===== src/rtl/adc_spi_responder.sv =====
// rtl/adc_spi_responder.sv - SPI ADC responder emulating an 8-channel 12-bit converter
// Oversamples SCLK/CS_N/SADDR on clk and answers each 16-clock frame with injected channel data.
module adc_spi_responder #(
   parameter int DATA_W      = 12,
   parameter int NUM_CH      = 8,
   parameter int LEAD_ZEROS  = 4,
   parameter int SYNC_STAGES = 2
) (
   input  logic                       clk,
   input  logic                       reset,
   input  logic [DATA_W*NUM_CH-1:0]   ch_data,
   input  logic                       adc_sclk,
   input  logic                       adc_cs_n,
   input  logic                       adc_saddr,
   output logic                       adc_sdat,
   output logic                       adc_sdat_oe,
   output logic [$clog2(NUM_CH)-1:0]  cur_ch,
   output logic                       frame_done,
   output logic                       frame_abort
);

   localparam int ADDR_W     = $clog2(NUM_CH);
   localparam int FRAME_BITS = DATA_W + LEAD_ZEROS;
   localparam int CNT_W      = $clog2(FRAME_BITS + 1);
   localparam int ADDR_RISE  = 3;

   localparam logic [1:0] ST_IDLE      = 2'd0;
   localparam logic [1:0] ST_ACTIVE    = 2'd1;
   localparam logic [1:0] ST_WAIT_NEXT = 2'd2;

   logic [SYNC_STAGES-1:0] sclk_sync, cs_sync, saddr_sync;
   logic                   sclk_d, cs_d;
   logic                   sclk_s, cs_s, saddr_s;
   logic                   sclk_rise, sclk_fall, cs_rise, cs_fall;

   logic [1:0]             state;
   logic [FRAME_BITS-1:0]  shreg;
   logic [CNT_W-1:0]       rise_cnt;
   logic [ADDR_W-1:0]      addr_sr;
   logic [ADDR_W-1:0]      next_addr;
   logic [DATA_W-1:0]      sel_sample;
   logic                   do_load;

   // Synchronizers reset to the idle bus levels so no spurious edge follows reset.
   always_ff @(posedge clk or posedge reset) begin
      if (reset) begin
         sclk_sync  <= '1;
         cs_sync    <= '1;
         saddr_sync <= '0;
         sclk_d     <= 1'b1;
         cs_d       <= 1'b1;
      end else begin
         sclk_sync  <= {sclk_sync[SYNC_STAGES-2:0], adc_sclk};
         cs_sync    <= {cs_sync[SYNC_STAGES-2:0], adc_cs_n};
         saddr_sync <= {saddr_sync[SYNC_STAGES-2:0], adc_saddr};
         sclk_d     <= sclk_s;
         cs_d       <= cs_s;
      end
   end

   assign sclk_s    = sclk_sync[SYNC_STAGES-1];
   assign cs_s      = cs_sync[SYNC_STAGES-1];
   assign saddr_s   = saddr_sync[SYNC_STAGES-1];
   assign sclk_rise = sclk_s & ~sclk_d;
   assign sclk_fall = ~sclk_s & sclk_d;
   assign cs_rise   = cs_s & ~cs_d;
   assign cs_fall   = ~cs_s & cs_d;

   always_comb begin
      sel_sample = '0;
      for (int i = 0; i < NUM_CH; i++) begin
         if (next_addr == ADDR_W'(i)) sel_sample = ch_data[DATA_W*i +: DATA_W];
      end
   end

   // A new frame starts on CS fall, or on the first SCLK fall after a completed frame with CS held low.
   always_comb begin
      do_load = 1'b0;
      if (state == ST_IDLE && cs_fall) do_load = 1'b1;
      if (state == ST_WAIT_NEXT && sclk_fall && !cs_s) do_load = 1'b1;
   end

   always_ff @(posedge clk or posedge reset) begin
      if (reset) begin
         state       <= ST_IDLE;
         shreg       <= '0;
         adc_sdat_oe <= 1'b0;
         cur_ch      <= '0;
         next_addr   <= '0;
         addr_sr     <= '0;
         rise_cnt    <= '0;
         frame_done  <= 1'b0;
         frame_abort <= 1'b0;
      end else begin
         frame_done  <= 1'b0;
         frame_abort <= 1'b0;
         if (cs_rise) begin
            state       <= ST_IDLE;
            shreg       <= '0;
            adc_sdat_oe <= 1'b0;
            if (state == ST_ACTIVE) frame_abort <= 1'b1;
         end else if (do_load) begin
            state       <= ST_ACTIVE;
            cur_ch      <= next_addr;
            shreg       <= {{LEAD_ZEROS{1'b0}}, sel_sample};
            adc_sdat_oe <= 1'b1;
            rise_cnt    <= '0;
         end else if (state == ST_ACTIVE) begin
            if (sclk_fall) begin
               shreg <= {shreg[FRAME_BITS-2:0], 1'b0};
            end else if (sclk_rise) begin
               rise_cnt <= rise_cnt + CNT_W'(1);
               if (rise_cnt >= CNT_W'(ADDR_RISE-1) && rise_cnt < CNT_W'(ADDR_RISE-1+ADDR_W))
                  addr_sr <= ADDR_W'({addr_sr, saddr_s});
               if (rise_cnt == CNT_W'(FRAME_BITS-1)) begin
                  next_addr  <= addr_sr;
                  frame_done <= 1'b1;
                  state      <= ST_WAIT_NEXT;
               end
            end
         end
      end
   end

   assign adc_sdat = shreg[FRAME_BITS-1];

endmodule


===== config.mk =====
export PLATFORM = sky130hd
export DESIGN_NAME = adc_spi_responder
export DESIGN_NICKNAME = d
export VERILOG_FILES = /design/src/rtl/adc_spi_responder.sv
export SDC_FILE = /design/constraint.sdc
export NUM_CORES = 1
export LEC_CHECK = 0
export CAP_MARGIN = 40
export CORE_MARGIN = 2
export CORE_UTILIZATION = 40
export DETAILED_ROUTE_END_ITERATION = 7
export HOLD_SLACK_MARGIN = 0.1
export MAX_ROUTING_LAYER = met4
export PLACE_DENSITY = 0.75
export SYNTH_ARGS = -nofsm -noshare
export SYNTH_HDL_FRONTEND = slang
export SYNTH_SLANG_ARGS = --single-unit

===== constraint.sdc =====
create_clock -name clk -period 2.28 [get_ports clk]
set_input_delay 0.684 -clock clk [delete_from_list [all_inputs] [get_ports clk]]
set_output_delay 0.684 -clock clk [all_outputs]
set_load 0.02 [all_outputs]

# Word-level counts from Yosys, hierarchy flattened
# Index checks and enable logic that the tools add are counted.
# totals
reg_bits	43
out_inout_bits	7
wordCells	94
# classes
add_sub_neg	1
n_lt_le_gt_ge	2
eq_ne	12
mux	34
bitwise	11
n_reduce_logical	20
# op_table
operator	count
12-bit two-way mux	8
16-bit two-way mux	4
5-bit two-way mux	4
3-bit == test (second input constant)	4
1-bit two-way mux	12
2-bit two-way mux	6
6-bit AND reduction	2
3-bit nonzero test	4
4-bit AND reduction	2
1-bit inverter	7
3-bit by 2-bit == test with 1-bit output (second input constant)	2
2-bit nonzero test	3
5-bit by 1-bit adder with 5-bit output (second input constant)	1
5-bit by 4-bit == test with 1-bit output (second input constant)	1
5-bit by 2-bit >= comparator with 1-bit output (second input constant)	1
5-bit by 3-bit less-than comparator with 1-bit output (second input constant)	1
1-bit bitwise AND	4
1-bit logical AND	4
2-bit AND reduction	2
3-bit by 1-bit == test with 1-bit output (second input constant)	1
3-bit zero test	1
3-bit by 1-bit inequality test with 1-bit output (second input constant)	1
2-bit by 1-bit == test with 1-bit output (second input constant)	1
2-bit == test (second input constant)	1
other kinds (3)	3

# Logic depth before layout (Yosys ltp)
# Gate-level depths: netlist (run 1).
# depth
word_depth	11
depth_mapped	6
mapped_depth_nobuf	6

# Worst setup path after synthesis (run 1)
# Ideal clock, no wire load.
# synth_path
path_type	register to register
start	register sclk_sync[1]
end	register addr_sr[0]
arrival_time_ns	1.702
required_time_ns	2.155
setup_slack_ns	0.453
stages_incl_launch_ff	5
path_cell_list	dfstp_2 > and2b_1 > nand3_1 > or4_1 > mux2_2
# synth_via
elab_chain_cells	7
word_cells_on_any_way	9
# synth_lines
element	line	text
start: declaration	31	logic [SYNC_STAGES-1:0] sclk_sync, cs_sync, saddr_sync;
start signal: assignment	53	sclk_sync <= {sclk_sync[SYNC_STAGES-2:0], adc_sclk};
1-bit inverter	65	assign sclk_fall = ~sclk_s & sclk_d;
1-bit bitwise AND	65	
1-bit logical AND (2 in series)	80	if (state == ST_WAIT_NEXT && sclk_fall && !cs_s) do_load = 1'b1;
1-bit two-way mux	80	
1-bit inverter (no line)	--	
6-bit AND reduction (no line) (*)	--	
end signal: assignment	114	addr_sr <= ADDR_W'({addr_sr, saddr_s});
end: declaration	39	logic [ADDR_W-1:0] addr_sr;
# Mark *: on every way between the ends. The rest lies on a longest branch, timed or not.
# A chain may end at the register's enable or synchronous reset.

# Worst setup path in the final report (run 1)
# layout_path
start	register next_addr[0]
end	register shreg[0]
# layout_via
elab_chain_cells	11
word_cells_on_any_way	18
# layout_lines
element	line	text
start: declaration	40	logic [ADDR_W-1:0] next_addr;
start signal: assignment	116	next_addr <= addr_sr;
3-bit zero test	72	if (next_addr == ADDR_W'(i)) sel_sample = ch_data[DATA_W*i +: DATA_W];
12-bit two-way mux (7 in series)	72	
12-bit two-way mux (*)	72	
16-bit two-way mux (*)	102	end else if (do_load) begin
16-bit two-way mux (*)	97	if (cs_rise) begin
end signal: assignment	105	shreg <= {{LEAD_ZEROS{1'b0}}, sel_sample};
end signal: assignment	110	shreg <= {shreg[FRAME_BITS-2:0], 1'b0};
end: declaration	37	logic [FRAME_BITS-1:0] shreg;
# Marked as above.

==> results of run 1 <==
-- worst max path at each step --
stage	end	from
after floorplan	addr_sr[0]	sclk_sync[1]
after global routing	shreg[0]	next_addr[0]
after global placement	shreg[7]	ch_data[91]
final	shreg[0]	next_addr[0]
after CTS	shreg[0]	next_addr[0]
after detailed placement	shreg[7]	ch_data[91]
-- Yosys cell counts (2+ instances only) --
library cell  instances  area, sq um
dfrtp_1              37          926
mux2i_1              26          260
nand2_1              15         56.3
mux4_2               13          293
nor2b_1              12         75.1
a31oi_1              10         62.6
nor2_1               10         37.5
a221oi_1              9         78.8
o2bb2ai_1             9         78.8
clkbuf_1              7         26.3
dfstp_2               6          158
mux2_2                6         67.6
buf_2                 5         25.0
inv_1                 5         18.8
a21o_1                4         30.0
nand3_1               4         20.0
a22o_1                3         26.3
and3_1                3         18.8
buf_1                 3         11.3
ha_1                  3         37.5
mux2_4                3         45.0
and2b_1               2         15.0
buf_4                 2         15.0
nand4_1               2         12.5
o211ai_1              2         15.0
o21ai_0               2         10.0
o22ai_1               2         12.5
xor2_1                2         17.5
-- flip-flops by register name, indices dropped and copies added (netlist names) --
signal	count
shreg	16
rise_cnt	5
addr_sr	3
cur_ch	3
next_addr	3
cs_sync	2
saddr_sync	2
sclk_sync	2
state	2
adc_sdat_oe	1
cs_d	1
frame_abort	1
frame_done	1
sclk_d	1
-- routing by layer --
metal / wire length, microns / share of wire / GRT usage / vias to the layer above
li1: - / - / - / 1065
met1: 2980 / 0.45 / 0.265 / 1069
met2: 3260 / 0.49 / 0.321 / 86
met3: 329 / 0.050 / 0.0302 / 6
met4: 57 / 0.0086 / 0.0390 / 0
met5: 0 / 0 / - / -
-- report_power, final --
part           internal [mW]  switching [mW]  total, mW
Clock                  0.214           0.265      0.479
Sequential             0.860          0.0652      0.925
Combinational          0.318           0.176      0.493
-- cells by family after synthesis --
logic type / after synthesis / synth area share
AND/OR/NAND/NOR: 56 / 0.119
AO/OA/AOI/OAI: 48 / 0.148
buffers and inverters: 23 / 0.0411
multiplexers: 48 / 0.254
adder cells (fa/ha/maj): 3 / 0.0143
flip-flops: 43 / 0.414
XOR/XNOR: 3 / 0.0100
-- layout make-up --
class	instances	area (sq um)
Fill cell	544	2470
Multi-Input combinational cell	158	1430
Timing Repair Buffer	116	1160
Sequential cell	43	1080
Tap cell	77	96.3
Clock buffer	6	72.6
Inverter	5	18.8
Clock inverter	2	12.5
-- metrics by stage --
step	std cells	hold WS, ns	utilization
floorplan	224	0.331	-
global placement	399	0.347	0.597
detailed placement	399	0.350	0.597
CTS	407	0.360	0.610
global route	407	0.365	0.610
finish	407	0.359	0.610
==> flow_summary.json, run 1 <==
{
  "r2r-start": "next_addr[0]",
  "synth_ff_type": "dfrtp_1",
  "start_util": 0.412,
  "grt.total_usage": 0.197,
  "p_total_mw": 1.90,
  "num_antenna_cells": 0,
  "fin_ws_ns": 0.284,
  "fin_setup_tns_ns": 0,
  "grt_pass1_vias": 2228,
  "rr_endpoint": "shreg[0]",
  "drc": 0,
  "h-tree-depth": 2,
  "cts_hold_repair.buffers": 0,
  "final_cell_mix": "clkdlybuf4s50_1, dfrtp_1, mux2i_1, nand2_1, mux4_2",
  "wire_per_inst_microns": 16.3,
  "critPathBufInv": 0,
  "max_stage_delay_ns": 0.79,
  "cap_violations": 0,
  "hold_viol_final": 0,
  "synth_edf_count": 0,
  "dp_hpwl_mm": 5.10,
  "cp_top_family": "simple AND/OR/NAND/NOR gates",
  "post_drt_via_cell_ratio": 5.47,
  "clkSinkCount": 43,
  "yosys_warnings": 0,
  "cp-end-kind": "register",
  "place_ws_ns": 0.209,
  "crit_path_start_kind": "register",
  "place_area_sq_um": 3790,
  "grt_setup_unrepaired": "no",
  "crit_type": "reg2reg",
  "cp.required_ns": 2.52,
  "vias": 2226,
  "p_per_area_nw_per_um2": 490,
  "grt-ovfl-total": 0,
  "area_delta_synth_final_pct": 48.0,
  "crit_cells": 4,
  "syn-cell-area_sq_um": 2620,
  "avgSynthCellArea_sq_um": 11.7,
  "rows": 29,
  "final_common_cell": "clkdlybuf4s50_1",
  "outcome": "finished clean",
  "clock_skew_ns": 0.00415,
  "r2r_slack_ns": 0.28,
  "cts_setup_buffers": 0,
  "worstMarginPinSlew_ns": 0.919,
  "core_area_sq_um": 6350,
  "grt_max_degree": 44,
  "boundaryPins": 108,
  "worstPathArrival_ns": 2.23,
  "worstHoldPathCells": 0,
  "grt_pass1_wl_mm": 10.9,
  "antenna_found_initial": 0,
  "max-slew-margin-rel": 0.386,
  "synthArstFlopShare": 1.00,
  "final_design_area_no_fill_sq_um": 3880,
  "final_nets": 433,
  "drt_iter0_drc": 83,
  "die_h_microns": 84.9,
  "post-route-period-util": 0.875,
  "die_w_microns": 84.9,
  "ir_drop_v": 0.000551,
  "seq_area_frac_synth": 0.414,
  "clk_latency_ns": 0.30,
  "cts_made_buffers": 5,
  "p_leak_nw": 1.51,
  "setup_viol_count_final": 0,
  "critPathSlowestCell": "nor2b_1",
  "layout_min_cycle_time_ns": 2.00,
  "ys_types": 45,
  "ant_nets": 0,
  "min_from": "sclk_sync[0]",
  "clockBufferDepth": 2,
  "netlist_instances": 224,
  "path_clk_slew_ns": 0.08,
  "hold_path_class": "reg2reg",
  "critPathMaxFanout": 17,
  "fmax_ghz": 0.501,
  "tritoncts": "yes",
  "dieArea_sq_um": 7210,
  "routed_wirelength_mm": 6.62,
  "final-max-slew-violation-count": 0,
  "drive_gt1_frac": 0.155,
  "io_buffers": 107,
  "reg2reg_depth": 4,
  "hold_path_end": "sclk_sync[1]",
  "drtPass1Iterations": 4,
  "post_cts_resized": 0,
  "ys_seq_elements": 43,
  "worstPathCellList": "nor2b_1 > a2bb2oi_1 > o211ai_1 > a32o_1",
  "place.gp.congestion": 0.750,
  "syn-num-nets": 328,
  "cts_root_buf": "clkbuf_8"
}
(Power assumes the default switching activity.)
==> inputs of run 2 (changes only) <==
--- a/config.mk
+++ b/config.mk
@@ -5,6 +5,7 @@
 export SDC_FILE = /design/constraint.sdc
 export NUM_CORES = 1
 export LEC_CHECK = 0
+export ABC_AREA = 1
 export CAP_MARGIN = 40
 export CORE_MARGIN = 2
 export CORE_UTILIZATION = 40
==> run 2 against run 1 <==
Wire length increased by 31%. Sequential power decreased by 4.2%. Combinational power decreased by 12%. Worst setup slack improved by 0.036 ns. Clock skew increased by 0.0025 ns. Register-to-register slack improved by 0.15 ns. Largest cell class unchanged. Largest power group unchanged.
==> flow_summary.json, run 2 <==
{
  "grt.total_usage": 0.245,
  "drtPass1Iterations": 5,
  "start_util": 0.414,
  "largestRegisters": "shreg x16, rise_cnt x5",
  "synth.most_common_cell": "nand2_1",
  "seq_area_frac_synth": 0.410,
  "worstPathArrival_ns": 1.28,
  "area_delta_synth_final_pct": 48.3,
  "outcome": "finished clean",
  "drt_iter0_drc": 232,
  "crit_path_start_kind": "register",
  "grt_max_degree": 44,
  "fin_setup_tns_ns": 0,
  "ys_seq_elements": 43,
  "worstMarginPinSlew_ns": 0.776,
  "tritoncts": "yes",
  "yosysTopAreaCell": "dfrtp_1",
  "worstPathCellList": "clkdlybuf4s50_1",
  "hold_path_class": "reg2reg",
  "die_w_microns": 85.3,
  "clkSinkCount": 43,
  "grt-ovfl-total": 0,
  "cp_top_family": "buffers and inverters",
  "top_register": "shreg",
  "post_drt_via_cell_ratio": 5.35,
  "routed_wirelength_mm": 8.70,
  "num_antenna_cells": 0,
  "rr_endpoint": "shreg[1]",
  "place_area_sq_um": 3800,
  "cp-end-kind": "output pin",
  "p_leak_nw": 1.74,
  "dp_hpwl_mm": 6.31,
  "ant_nets": 0,
  "cts_hold_repair.buffers": 0,
  "min_from": "saddr_sync[0]",
  "largest_register_ffs": 16,
  "netlist_instances": 378,
  "yosys-top-cells-count": "nand2_1, nor2_1, nand4_1, dfrtp_1, nand3_1",
  "clk_latency_ns": 0.30,
  "clockBufferDepth": 2,
  "r2r_slack_ns": 0.43,
  "cts_setup_buffers": 0,
  "critPathBufInv": 1,
  "vias": 3004,
  "final_design_area_no_fill_sq_um": 3920,
  "grt_pass1_vias": 2796,
  "grt_pass1_wl_mm": 13.5,
  "final_cell_mix": "clkdlybuf4s50_1, nand2_1, nor2_1, nand4_1, dfrtp_1",
  "critPathSlowestCell": "clkdlybuf4s50_1",
  "drive_gt1_frac": 0.0847,
  "r2r-start": "next_addr[2]",
  "cts_made_buffers": 5,
  "boundaryPins": 108,
  "post_cts_resized": 0,
  "synth_top_cell_area_share": 0.350,
  "fin_util": 0.614,
  "reg2reg_depth": 8,
  "fmax_ghz": 0.510,
  "path_clk_slew_ns": 0.08,
  "post-route-period-util": 0.860,
  "max_stage_delay_ns": 0.62,
  "final-max-slew-violation-count": 0,
  "setup_viol_count_final": 0,
  "place.gp.congestion": 0.948,
  "drc": 0,
  "worstHoldPathCells": 0,
  "p_total_mw": 1.93,
  "syn-num-nets": 482,
  "syn-cell-area_sq_um": 2650,
  "critPathMaxFanout": 2,
  "antenna_found_initial": 0,
  "hold_viol_final": 0,
  "yosys_warnings": 0,
  "rows": 29,
  "ys_top_cells_by_area": "dfrtp_1, nand2_1, nand4_1",
  "ir_drop_v": 0.000453,
  "hold_path_end": "saddr_sync[1]",
  "core_area_sq_um": 6390,
  "io_buffers": 107,
  "die_h_microns": 85.3,
  "final_common_cell": "clkdlybuf4s50_1",
  "ys_types": 26,
  "h-tree-depth": 2,
  "cap_violations": 0,
  "synth_ff_type": "dfrtp_1",
  "wire_per_inst_microns": 15.5,
  "synth_edf_count": 0,
  "final_nets": 587,
  "crit_type": "reg2out",
  "dieArea_sq_um": 7280,
  "max-slew-margin-rel": 0.480,
  "synthArstFlopShare": 1.00,
  "avgSynthCellArea_sq_um": 7.00,
  "grt_setup_unrepaired": "no",
  "p_per_area_nw_per_um2": 493,
  "cts_root_buf": "clkbuf_8",
  "clock_skew_ns": 0.00664,
  "layout_min_cycle_time_ns": 1.96,
  "cp.required_ns": 1.60
}
## run 2: cell count changes in the layout (fill, tap and decap cells not counted), sizes merged, moves of 23 or more
cell,before,now
inv,5,36
nand4,2,45
nand2,15,98
nand3,4,27
nor2,10,59
mux2i,26,0
## run 2: layout make-up
type | count | area, sq um
Inverter | 36 | 135
Clock inverter | 2 | 35.0
Timing Repair Buffer | 118 | 1170
Multi-Input combinational cell | 279 | 1320
Tap cell | 77 | 96.3
Sequential cell | 43 | 1080
Fill cell | 555 | 2460
Clock buffer | 6 | 82.6
## run 2: worst max-delay path by stage
stage | start | endpoint | depth (start not counted)
final | cur_ch[2] | cur_ch[2] | 1
after global routing | next_addr[2] | shreg[11] | 6
after CTS | cur_ch[1] | cur_ch[1] | 1
after detailed placement | ch_data[11] | shreg[11] | 9
after global placement | ch_data[11] | shreg[11] | 9
after floorplan | reset | adc_sdat_oe | 1
## run 2: where the power goes
part	internal, mW	switching, mW
combinational	0.242	0.192
sequential	0.836	0.0502
clock	0.354	0.260
total	1.43	0.502
## run 2: per-layer routing
metal	track usage	wire length (microns)	up-vias
met4	0.0779	209	0
met1	0.309	3780	1375
met5	-	0	-
met3	0.0545	772	18
li1	-	-	1465
met2	0.393	3940	146
## run 2: stage by stage
step / hold slack (ns) / setup slack, ns / instances
final: 0.349 / 0.320 / 561
after global routing: 0.356 / 0.247 / 561
after CTS: 0.354 / 0.303 / 561
after detailed placement: 0.338 / 0.359 / 553
after global placement: 0.341 / 0.375 / 553
after floorplan: 0.331 / 0.603 / 378
## run 2: worst register-to-register path: cells and delay by family, from the launching register on
kind	cells	cell delay, ns
buffers and inverters	3	0.90
flip-flops	1	0.44
AND/OR/NAND/NOR	5	0.39
## run 2: logic make-up after synthesis
family | share of synthesized area
and+or+nand+nor | 0.417
buffers and inverters | 0.0899
AOI/OAI and AO/OA | 0.0691
DFF | 0.410
adders and majority gates | 0.0142
==> inputs of run 3 (changes only) <==
--- a/config.mk
+++ b/config.mk
@@ -8,11 +8,11 @@
 export ABC_AREA = 1
 export CAP_MARGIN = 40
 export CORE_MARGIN = 2
-export CORE_UTILIZATION = 40
+export CORE_UTILIZATION = 44
 export DETAILED_ROUTE_END_ITERATION = 7
 export HOLD_SLACK_MARGIN = 0.1
 export MAX_ROUTING_LAYER = met4
-export PLACE_DENSITY = 0.75
+export PLACE_DENSITY = 0.82
 export SYNTH_ARGS = -nofsm -noshare
 export SYNTH_HDL_FRONTEND = slang
 export SYNTH_SLANG_ARGS = --single-unit
==> run 3 against run 2 <==
Count of clock-buffer cells in the layout decreased by 1. Wire length decreased by 2.5%. Register-to-register slack got worse by 0.04 ns. Core utilization increased by 5.5 points. Power decreased by 0.81%. Critical path type unchanged. Largest cell class unchanged. Largest power group unchanged.
==> flow_summary.json, run 3 (synthesis results as in run 2) <==
{
  "rr_endpoint": "shreg[9]",
  "drtPass1Iterations": 4,
  "rows": 28,
  "p_leak_nw": 1.73,
  "min_from": "cs_sync[0]",
  "cts_root_buf": "clkbuf_8",
  "outcome": "finished clean",
  "final_common_cell": "clkdlybuf4s50_1",
  "top_register": "shreg",
  "worstPathCellList": "clkdlybuf4s50_1",
  "use_met1": 0.318,
  "cts_setup_buffers": 0,
  "clockBufferDepth": 2,
  "critPathMaxFanout": 2,
  "grt_setup_unrepaired": "no",
  "drt_iter0_drc": 271,
  "fin_util": 0.669,
  "final_nets": 587,
  "r2r-start": "cs_d",
  "critPathBufInv": 1,
  "start_util": 0.452,
  "fmax_ghz": 0.505,
  "r2r_slack_ns": 0.39,
  "vias": 3012,
  "drc": 0,
  "worstMarginPinSlew_ns": 0.726,
  "grt-ovfl-total": 0,
  "p_per_area_nw_per_um2": 490,
  "dieArea_sq_um": 6650,
  "tritoncts": "yes",
  "largest_register_ffs": 16,
  "max-slew-margin-rel": 0.508,
  "setup_viol_count_final": 0,
  "whs_ns": 0.358,
  "num_antenna_cells": 0,
  "worstHoldPathCells": 0,
  "grt-busiest-layer": "met2",
  "worstPathArrival_ns": 1.30,
  "critPathSlowestCell": "clkdlybuf4s50_1",
  "wire_per_inst_microns": 15.2,
  "cts_made_buffers": 5,
  "ant_nets": 0,
  "io_buffers": 107,
  "crit_type": "reg2out",
  "boundaryPins": 108,
  "dp_hpwl_mm": 6.32,
  "path_clk_slew_ns": 0.08,
  "layout_min_cycle_time_ns": 1.98,
  "post_cts_resized": 0,
  "fin_setup_tns_ns": 0,
  "fillers": 471,
  "clkSinkCount": 43,
  "antenna_found_initial": 0,
  "clock_skew_ns": 0.00754,
  "grt_util_met2": 0.445,
  "cap_violations": 0,
  "hold_path_class": "reg2reg",
  "max_stage_delay_ns": 0.63,
  "grt_max_degree": 44,
  "h-tree-depth": 2,
  "cp_top_family": "buffers and inverters",
  "place_ws_ns": 0.392,
  "final_design_area_no_fill_sq_um": 3920,
  "post-route-period-util": 0.869,
  "grt_pass1_vias": 2818,
  "largestRegisters": "shreg x16, rise_cnt x5",
  "cp.required_ns": 1.60,
  "grt_pass1_wl_mm": 13.2,
  "core_area_sq_um": 5850,
  "grt.total_usage": 0.268,
  "post_drt_via_cell_ratio": 5.39,
  "clk_latency_ns": 0.30,
  "area_delta_synth_final_pct": 48.0,
  "reg2reg_depth": 9,
  "hold_viol_final": 0,
  "die_w_microns": 81.5,
  "fin_ws_ns": 0.300,
  "drive_gt1_frac": 0.0847,
  "final-max-slew-violation-count": 0,
  "cts_hold_repair.buffers": 0,
  "hold_path_end": "cs_sync[1]",
  "ir_drop_v": 0.000360,
  "routed_wirelength_mm": 8.48,
  "crit_path_start_kind": "register",
  "die_h_microns": 81.5,
  "place.gp.congestion": 0.866,
  "cp-end-kind": "output pin",
  "place_area_sq_um": 3800,
  "use_met3": 0.0659,
  "final_cell_mix": "clkdlybuf4s50_1, nand2_1, nor2_1, nand4_1, dfrtp_1"
}
run 3: cell count changes in the layout (fill, tap and decap cells not counted):
cell / change
clkbuf_8: -1
clkinv_4: +1
run 3: final cells by class:
cell class	instances	area, sq um	area share
Multi-Input combinational cell	279	1320	0.338
Clock buffer	5	68.8	0.0176
Timing Repair Buffer	118	1170	0.298
Clock inverter	3	43.8	0.0112
Inverter	36	135	0.0345
Sequential cell	43	1080	0.277
Tap cell	75	93.8	0.0240
run 3: metrics by stage:
stage          power, mW  instances
4_1_cts             1.93        559
6_report            1.92        559
3_5_place_dp        1.33        551
3_3_place_gp        1.31        551
5_1_grt             2.02        559
2_1_floorplan       1.08        378
run 3: layer usage:
| metal | vias to the layer above | routed length, microns |
|---|---|---|
| met2 | 141 | 4020 |
| met5 | - | 0 |
| li1 | 1462 | - |
| met4 | 0 | 232 |
| met3 | 20 | 866 |
| met1 | 1389 | 3360 |
run 3: worst reg2reg max path, delay by kind of cell, from the launching register on:
family,cells,cell delay [ns]
AOI/OAI and AO/OA,1,0.09
DFF,1,0.54
buffers and inverters,2,0.47
and+or+nand+nor,6,0.75
run 3: how the worst max path moves through the flow:
stage,slack [ns],to,startpoint,cells past startpoint
after floorplan,0.60,adc_sdat_oe,reset,1
after global placement,0.41,shreg[5],ch_data[41],7
after detailed placement,0.39,shreg[5],ch_data[41],7
after CTS,0.29,adc_sdat_oe,adc_sdat_oe,1
after global routing,0.22,shreg[9],cs_d,9
final,0.30,cur_ch[2],cur_ch[2],1
run 3: power by group:
group          internal, mW  switching [mW]  total (mW)
logic                 0.241           0.188       0.430
clock network         0.326           0.276       0.603
registers             0.836          0.0500       0.886
total                  1.40           0.515        1.92
